**src/rtl/cluster_periph_demux.sv**
```systemverilog
// Cluster peripheral demultiplexer.
// Routes one master request by address window to a peripheral port.
// Only one target may have requests in flight at a time, so responses
// always come back to the master in request order. Unmapped windows, and
// the decompressor window when it is not present, are answered by an
// internal error slave one cycle after grant.
module cluster_periph_demux #(
    parameter int          NB_SLAVES       = 10,
    parameter int          ID_WIDTH        = 5,
    parameter int          ADDR_LSB        = 10,
    parameter int          ADDR_MSB        = 13,
    parameter int          MAX_OUTSTANDING = 4,
    parameter int          DECOMP_IDX      = 8,
    parameter int          DECOMP_EN       = 0,
    parameter logic [31:0] ERR_RDATA       = 32'hBADACCE5
) (
    input  logic                            clk_i,
    input  logic                            rst_ni,
    // master side
    input  logic                            req_i,
    input  logic [31:0]                     add_i,
    input  logic                            wen_i,
    input  logic [31:0]                     wdata_i,
    input  logic [3:0]                      be_i,
    input  logic [ID_WIDTH-1:0]             id_i,
    output logic                            gnt_o,
    output logic                            r_valid_o,
    output logic                            r_opc_o,
    output logic [31:0]                     r_rdata_o,
    output logic [ID_WIDTH-1:0]             r_id_o,
    // peripheral side
    output logic [NB_SLAVES-1:0]            per_req_o,
    output logic [31:0]                     per_add_o,
    output logic                            per_wen_o,
    output logic [31:0]                     per_wdata_o,
    output logic [3:0]                      per_be_o,
    output logic [ID_WIDTH-1:0]             per_id_o,
    input  logic [NB_SLAVES-1:0]            per_gnt_i,
    input  logic [NB_SLAVES-1:0]            per_r_valid_i,
    input  logic [NB_SLAVES-1:0]            per_r_opc_i,
    input  logic [NB_SLAVES*32-1:0]         per_r_rdata_i,
    input  logic [NB_SLAVES*ID_WIDTH-1:0]   per_r_id_i,
    output logic                            spurious_o
);

    localparam int IDX_W = ADDR_MSB - ADDR_LSB + 1;
    localparam int TGT_W = $clog2(NB_SLAVES + 1);
    localparam int CNT_W = $clog2(MAX_OUTSTANDING + 1);

    // The error slave takes the code just past the last real port.
    localparam logic [TGT_W-1:0] ERR_TGT = TGT_W'(NB_SLAVES);
    localparam logic [CNT_W-1:0] CNT_MAX = CNT_W'(MAX_OUTSTANDING);

    logic [IDX_W-1:0]     idx;
    logic [TGT_W-1:0]     tgt;
    logic                 tgt_is_port;
    logic [TGT_W-1:0]     cur_tgt;
    logic [CNT_W-1:0]     cnt;
    logic [CNT_W-1:0]     cnt_eff;
    logic                 accept;
    logic                 handshake;
    logic                 err_pend;
    logic [ID_WIDTH-1:0]  err_id;
    logic [NB_SLAVES-1:0] fwd_mask;
    logic                 spurious_evt;

    // Broadcast request fields; only per_req_o is target-specific.
    assign per_add_o   = add_i;
    assign per_wen_o   = wen_i;
    assign per_wdata_o = wdata_i;
    assign per_be_o    = be_i;
    assign per_id_o    = id_i;

    // Address window decode, folding unmapped and absent ports onto ERR.
    always_comb begin
        // NOTE: every variable gets a default at the top of a combinational
        // block so that no path leaves it unassigned and infers a latch.
        idx = add_i[ADDR_MSB:ADDR_LSB];
        tgt = ERR_TGT;
        if (int'(idx) < NB_SLAVES &&
            !(DECOMP_EN == 0 && int'(idx) == DECOMP_IDX)) begin
            tgt = TGT_W'(idx);
        end
        tgt_is_port = (tgt != ERR_TGT);
    end

    // Response steering from the current target; anything else is spurious.
    always_comb begin
        r_valid_o = 1'b0;
        r_opc_o   = 1'b0;
        r_rdata_o = '0;
        r_id_o    = '0;
        fwd_mask  = '0;
        if (cnt != '0) begin
            if (cur_tgt == ERR_TGT) begin
                if (err_pend) begin
                    r_valid_o = 1'b1;
                    r_opc_o   = 1'b1;
                    r_rdata_o = ERR_RDATA;
                    r_id_o    = err_id;
                end
            end else begin
                for (int k = 0; k < NB_SLAVES; k++) begin
                    if (cur_tgt == TGT_W'(k)) begin
                        fwd_mask[k] = 1'b1;
                        if (per_r_valid_i[k]) begin
                            r_valid_o = 1'b1;
                            r_opc_o   = per_r_opc_i[k];
                            r_rdata_o = per_r_rdata_i[32*k +: 32];
                            r_id_o    = per_r_id_i[ID_WIDTH*k +: ID_WIDTH];
                        end
                    end
                end
            end
        end
        spurious_evt = |(per_r_valid_i & ~fwd_mask);
    end

    // Admission and request routing; a retiring response frees its slot
    // in the same cycle, so accept looks at the post-decrement count.
    always_comb begin
        cnt_eff   = r_valid_o ? cnt - CNT_W'(1) : cnt;
        accept    = (cnt_eff == '0) || (tgt == cur_tgt && cnt_eff < CNT_MAX);
        per_req_o = '0;
        gnt_o     = 1'b0;
        if (tgt_is_port) begin
            for (int k = 0; k < NB_SLAVES; k++) begin
                if (tgt == TGT_W'(k)) begin
                    per_req_o[k] = req_i & accept;
                    gnt_o        = req_i & accept & per_gnt_i[k];
                end
            end
        end else begin
            gnt_o = req_i & accept;
        end
        handshake = req_i & gnt_o;
    end

    // Outstanding tracking, error slave response register and sticky flag.
    always_ff @(posedge clk_i or negedge rst_ni) begin
        if (!rst_ni) begin
            cnt        <= '0;
            cur_tgt    <= '0;
            err_pend   <= 1'b0;
            err_id     <= '0;
            spurious_o <= 1'b0;
        end else begin
            // NOTE: state registers use non-blocking assignments so every
            // flop samples values from before this clock edge.
            if (handshake) begin
                cur_tgt <= tgt;
            end
            if (handshake && !r_valid_o) begin
                cnt <= cnt + CNT_W'(1);
            end else if (!handshake && r_valid_o) begin
                cnt <= cnt - CNT_W'(1);
            end
            // The error slave always answers exactly one cycle after grant.
            err_pend <= handshake && !tgt_is_port;
            if (handshake && !tgt_is_port) begin
                err_id <= id_i;
            end
            if (spurious_evt) begin
                spurious_o <= 1'b1;
            end
        end
    end

endmodule

```
**config.mk**
```make
export PLATFORM = sky130hd
export DESIGN_NAME = cluster_periph_demux
export DESIGN_NICKNAME = d
export VERILOG_FILES = /design/src/rtl/cluster_periph_demux.sv
export SDC_FILE = /design/constraint.sdc
export NUM_CORES = 1
export LEC_CHECK = 0
export CAP_MARGIN = 20
export CORE_AREA = 3 3 231 233
export CTS_BUF_LIST = sky130_fd_sc_hd__clkbuf_8
export CTS_CLUSTER_DIAMETER = 80
export DETAILED_ROUTE_END_ITERATION = 10
export DIE_AREA = 0 0 234 236
export RECOVER_POWER = 50
export SLEW_MARGIN = 5
export SYNTH_ARGS = -nofsm -noshare
export SYNTH_HDL_FRONTEND = slang
export SYNTH_SLANG_ARGS = --single-unit
```
**constraint.sdc**
```tcl
create_clock -name clk_i -period 3.71 [get_ports clk_i]
set_input_delay 0.9275 -clock clk_i [delete_from_list [all_inputs] [get_ports clk_i]]
set_output_delay 0.9275 -clock clk_i [all_outputs]
set_load 0.01 [all_outputs]
```
==> flow_summary.json <==
{
  "end_kind": "output port",
  "grt_pass1_wl_mm": 58.93,
  "clk_pin_slew_ns": 0.06,
  "criticalPathCategory": "in2out",
  "grtUsageMet1": 0.1851,
  "design.core.area_mm2": 0.05141,
  "rsz0062_at_grt": "true",
  "hp-class": "reg2reg",
  "startpoint_type": "input pin",
  "synth_top_area_cell": "buf_4",
  "grt_use_met3": 0.03285,
  "vdd_drop_max_mv": 0.1958,
  "powerDensity_mw_per_mm2": 488.8,
  "synth_edf_count": 0,
  "start_util": 0.09295,
  "synth_top_area_share": 0.1210,
  "cpMaxStageDelayCell": "a222oi_1",
  "path_cells": "buf_8 -> and3_4 -> buf_12 -> a222oi_1 -> buf_4 -> a21oi_2 -> a211o_1 -> o21ai_2 -> a31oi_4 -> buf_6",
  "die_y_um": 236,
  "nets": 1716,
  "drt_iter0_markers": 452,
  "netlist_area_mm2": 0.004778,
  "dp_cells": 1895,
  "outcome": "finished, final reports clean",
  "use_met2": 0.2504,
  "clock.fmax_ghz": 0.2703,
  "routedWlPerCell_um": 23.21,
  "synth_cells": 745,
  "synth_nets": 1225,
  "post_dp_cell_area_mm2": 0.01090,
  "post-route-drc-count": 0,
  "grt_pass1_vias": 8340,
  "cp_max_fo": 8,
  "required_ns": 2.78,
  "instances_no_fill": 1917,
  "ys.flop_type": "dfrtp_1",
  "syn_to_final_growth_pct": 138.0,
  "die_area_mm2": 0.05522,
  "cap_violations": 0,
  "fillerInstances": 5668,
  "syn_avg_cell_area_um2": 6.414,
  "pin_count": 602,
  "grt.total_usage": 0.1482,
  "grt_remaining_overflow": 0,
  "async_reset_ff_frac": 1.000,
  "fin_area_mm2": 0.01137,
  "vias_per_cell": 4.250,
  "ys_seq_elements": 14,
  "r2r_cells": 11,
  "yosys-top-cells-area": "buf_4 (12%), dfrtp_1 (7.3%), nor2_1 (7.3%)",
  "wl_mm": 44.49,
  "finalMaxSlewViolations": 0,
  "critPathMaxStageDelay_ns": 0.44,
  "cts_buffer_depth": 2,
  "grt_max_degree": 33,
  "numCtsBuffers": 3,
  "finalCriticalPeriod_ns": 3.699,
  "busiest_layer": "met2",
  "vias": 8148,
  "synth.distinct_cells": 61,
  "dp_hpwl_mm": 35.63,
  "finalClockSkew_ns": 0.001515,
  "die_w_um": 234,
  "final-hold-violation-count": 0,
  "synth-warning-count": 0,
  "worstHoldPathCells": 1,
  "routabilityCongestion": 0.9217,
  "slew_headroom": 0.4936,
  "crit_arrival_ns": 2.77,
  "antenna_left": 0,
  "numPortBuffers": 469,
  "cts_sinks": 14,
  "leakagePower_nw": 4.487,
  "fp-row-count": 83,
  "tritoncts": "done",
  "worstSkewPairLatency_ns": 0.25,
  "fin_crit_sh": 0.9972,
  "max_slew.worst_pin.slew_ns": 0.7571,
  "cts-root-buf": "clkbuf_8",
  "h-tree-depth": 1,
  "yosysSeqAreaShare": 0.07332,
  "drive_above_1_share": 0.2545,
  "drtPass1Iterations": 7,
  "cts-hold-fix-buffers": 0,
  "setup_viol": 0,
  "grt_antenna_before_repair": 2
}
Yosys cell counts, types with 3 or more instances:
| master | number |
|---|---|
| a22oi_1 | 43 |
| a311oi_1 | 3 |
| nand2_1 | 70 |
| a31o_2 | 18 |
| nor4_1 | 16 |
| and3_1 | 10 |
| nor2_1 | 93 |
| nand4_1 | 5 |
| o211ai_1 | 19 |
| nand3_1 | 17 |
| mux2i_1 | 3 |
| mux2_4 | 6 |
| a211o_1 | 19 |
| a222oi_1 | 19 |
| clkbuf_1 | 50 |
| ha_1 | 3 |
| buf_2 | 13 |
| a31oi_1 | 33 |
| xnor2_1 | 3 |
| and3b_1 | 4 |
| buf_4 | 77 |
| a21oi_1 | 31 |
| o21ai_0 | 62 |
| buf_6 | 4 |
| inv_1 | 10 |
| nor3_1 | 8 |
| buf_1 | 3 |
| and2_1 | 3 |
| nand2b_1 | 6 |
| o22ai_1 | 43 |
| dfrtp_1 | 14 |
cells in the final DEF, fill, tap and decap left out, types with 4 or more instances in the layout:
cell and instances:
and3_4 6, a31oi_1 26, o211ai_1 19, nor4_1 13, and3_1 5, clkdlybuf4s50_1 404
a21oi_1 23, nand3_2 8, clkdlybuf4s15_1 5, a31oi_4 5, dfrtp_1 13, clkbuf_2 9
a22oi_1 37, mux2_4 6, buf_12 29, a211o_1 19, inv_1 9, a222oi_1 19
buf_2 27, o22ai_1 40, nand2_1 67, buf_4 122, buf_6 13, nor2_1 92
nor3_1 4, nand3_1 8, nand4_1 5, o21ai_0 48, o21ai_2 7, a31o_2 18
dlygate4sd2_1 13, a21oi_2 7, a22oi_2 6, nand2b_1 6, o21ai_1 8
registers in the layout, indices dropped and copies added (netlist names):
name	cells
cnt	3
cur_tgt	4
err_id	5
spurious_o	1
err_pend	1
per-stage QoR:
step / util / setup TNS (ns) / hold WS [ns] / power, mW / worst slack [ns]
2_1_floorplan: - / 0 / 0.4765 / 2.433 / 0.1733
3_3_place_gp: 0.2120 / -32.93 / 0.4950 / 5.274 / -1.056
3_5_place_dp: 0.2120 / -33.32 / 0.4978 / 5.295 / -1.007
4_1_cts: 0.2192 / -0.1441 / 0.5199 / 5.576 / -0.07022
5_1_grt: 0.2212 / -0.2643 / 0.5381 / 5.965 / -0.07826
6_report: 0.2212 / 0 / 0.5177 / 5.559 / 0.01057
metal layers:
metal  vias to the layer above  wire length [um]
met5                         -                 0
met3                        75              4109
met4                         0              1709
li1                       3764                 -
met2                       482             20600
met1                      3827             18070
path summary, 6_finish.rpt:
kind | start | slack, ns | endpoint
setup / recovery | per_r_valid_i[0] | 0.01 | r_rdata_o[15]
hold / removal | err_id[0] | 0.52 | err_id[0]
setup reg to reg | cur_tgt[0] | 0.57 | err_id[1]
hold reg to reg | err_id[0] | 0.52 | err_id[0]
max in group asynchronous | rst_ni | 1.99 | cur_tgt[1]
min in group asynchronous | rst_ni | 1.19 | cnt[0]
worst max-delay path: cells and delay by family:
kind,cells,cell delay [ns]
buffers and inverters,4,0.66
AOI/OAI and AO/OA,5,0.93
and+or+nand+nor,1,0.23
final cells by class:
| class | count | area, um^2 | area share |
|---|---|---|---|
| inverter | 10 | 37.54 | 0.003300 |
| clock buffer | 3 | 41.29 | 0.003630 |
| timing repair buffer | 631 | 6153 | 0.5410 |
| multi-input combinational | 576 | 3931 | 0.3457 |
| tap | 680 | 850.8 | 0.07481 |
| antenna | 3 | 7.507 | 0.0006601 |
| sequential | 14 | 351.6 | 0.03091 |
report_power, final:
group / leakage, nW / internal (mW) / switching (mW)
Clock: 0.0216 / 0.0719 / 0.0577
Sequential: 0.168 / 0.220 / 0.0637
Combinational: 4.30 / 2.50 / 2.65
Total: 4.49 / 2.79 / 2.77
kinds of logic (layout without fill, tap and decap cells):
| family | after synthesis | after routing | synth area share |
|---|---|---|---|
| and+or+nand+nor | 248 | 251 | 0.2430 |
| muxes | 12 | 12 | 0.03692 |
| adders and majority gates | 3 | 3 | 0.007856 |
| AOI/OAI and AO/OA | 306 | 306 | 0.4381 |
| xor gates and xnor gates | 3 | 3 | 0.005500 |
| buffers and inverters | 158 | 644 | 0.1946 |
| other | 1 | 4 | 0.0007848 |
| DFF | 14 | 14 | 0.07332 |
timing repair:
action,in CTS,in global routing
setup buffers,8,6
gates resized for setup,260,70
setup endpoints to repair,49,47
pin swaps,50,37
cloned,8,0
Note: power is estimated with default switching activity, not from simulation.
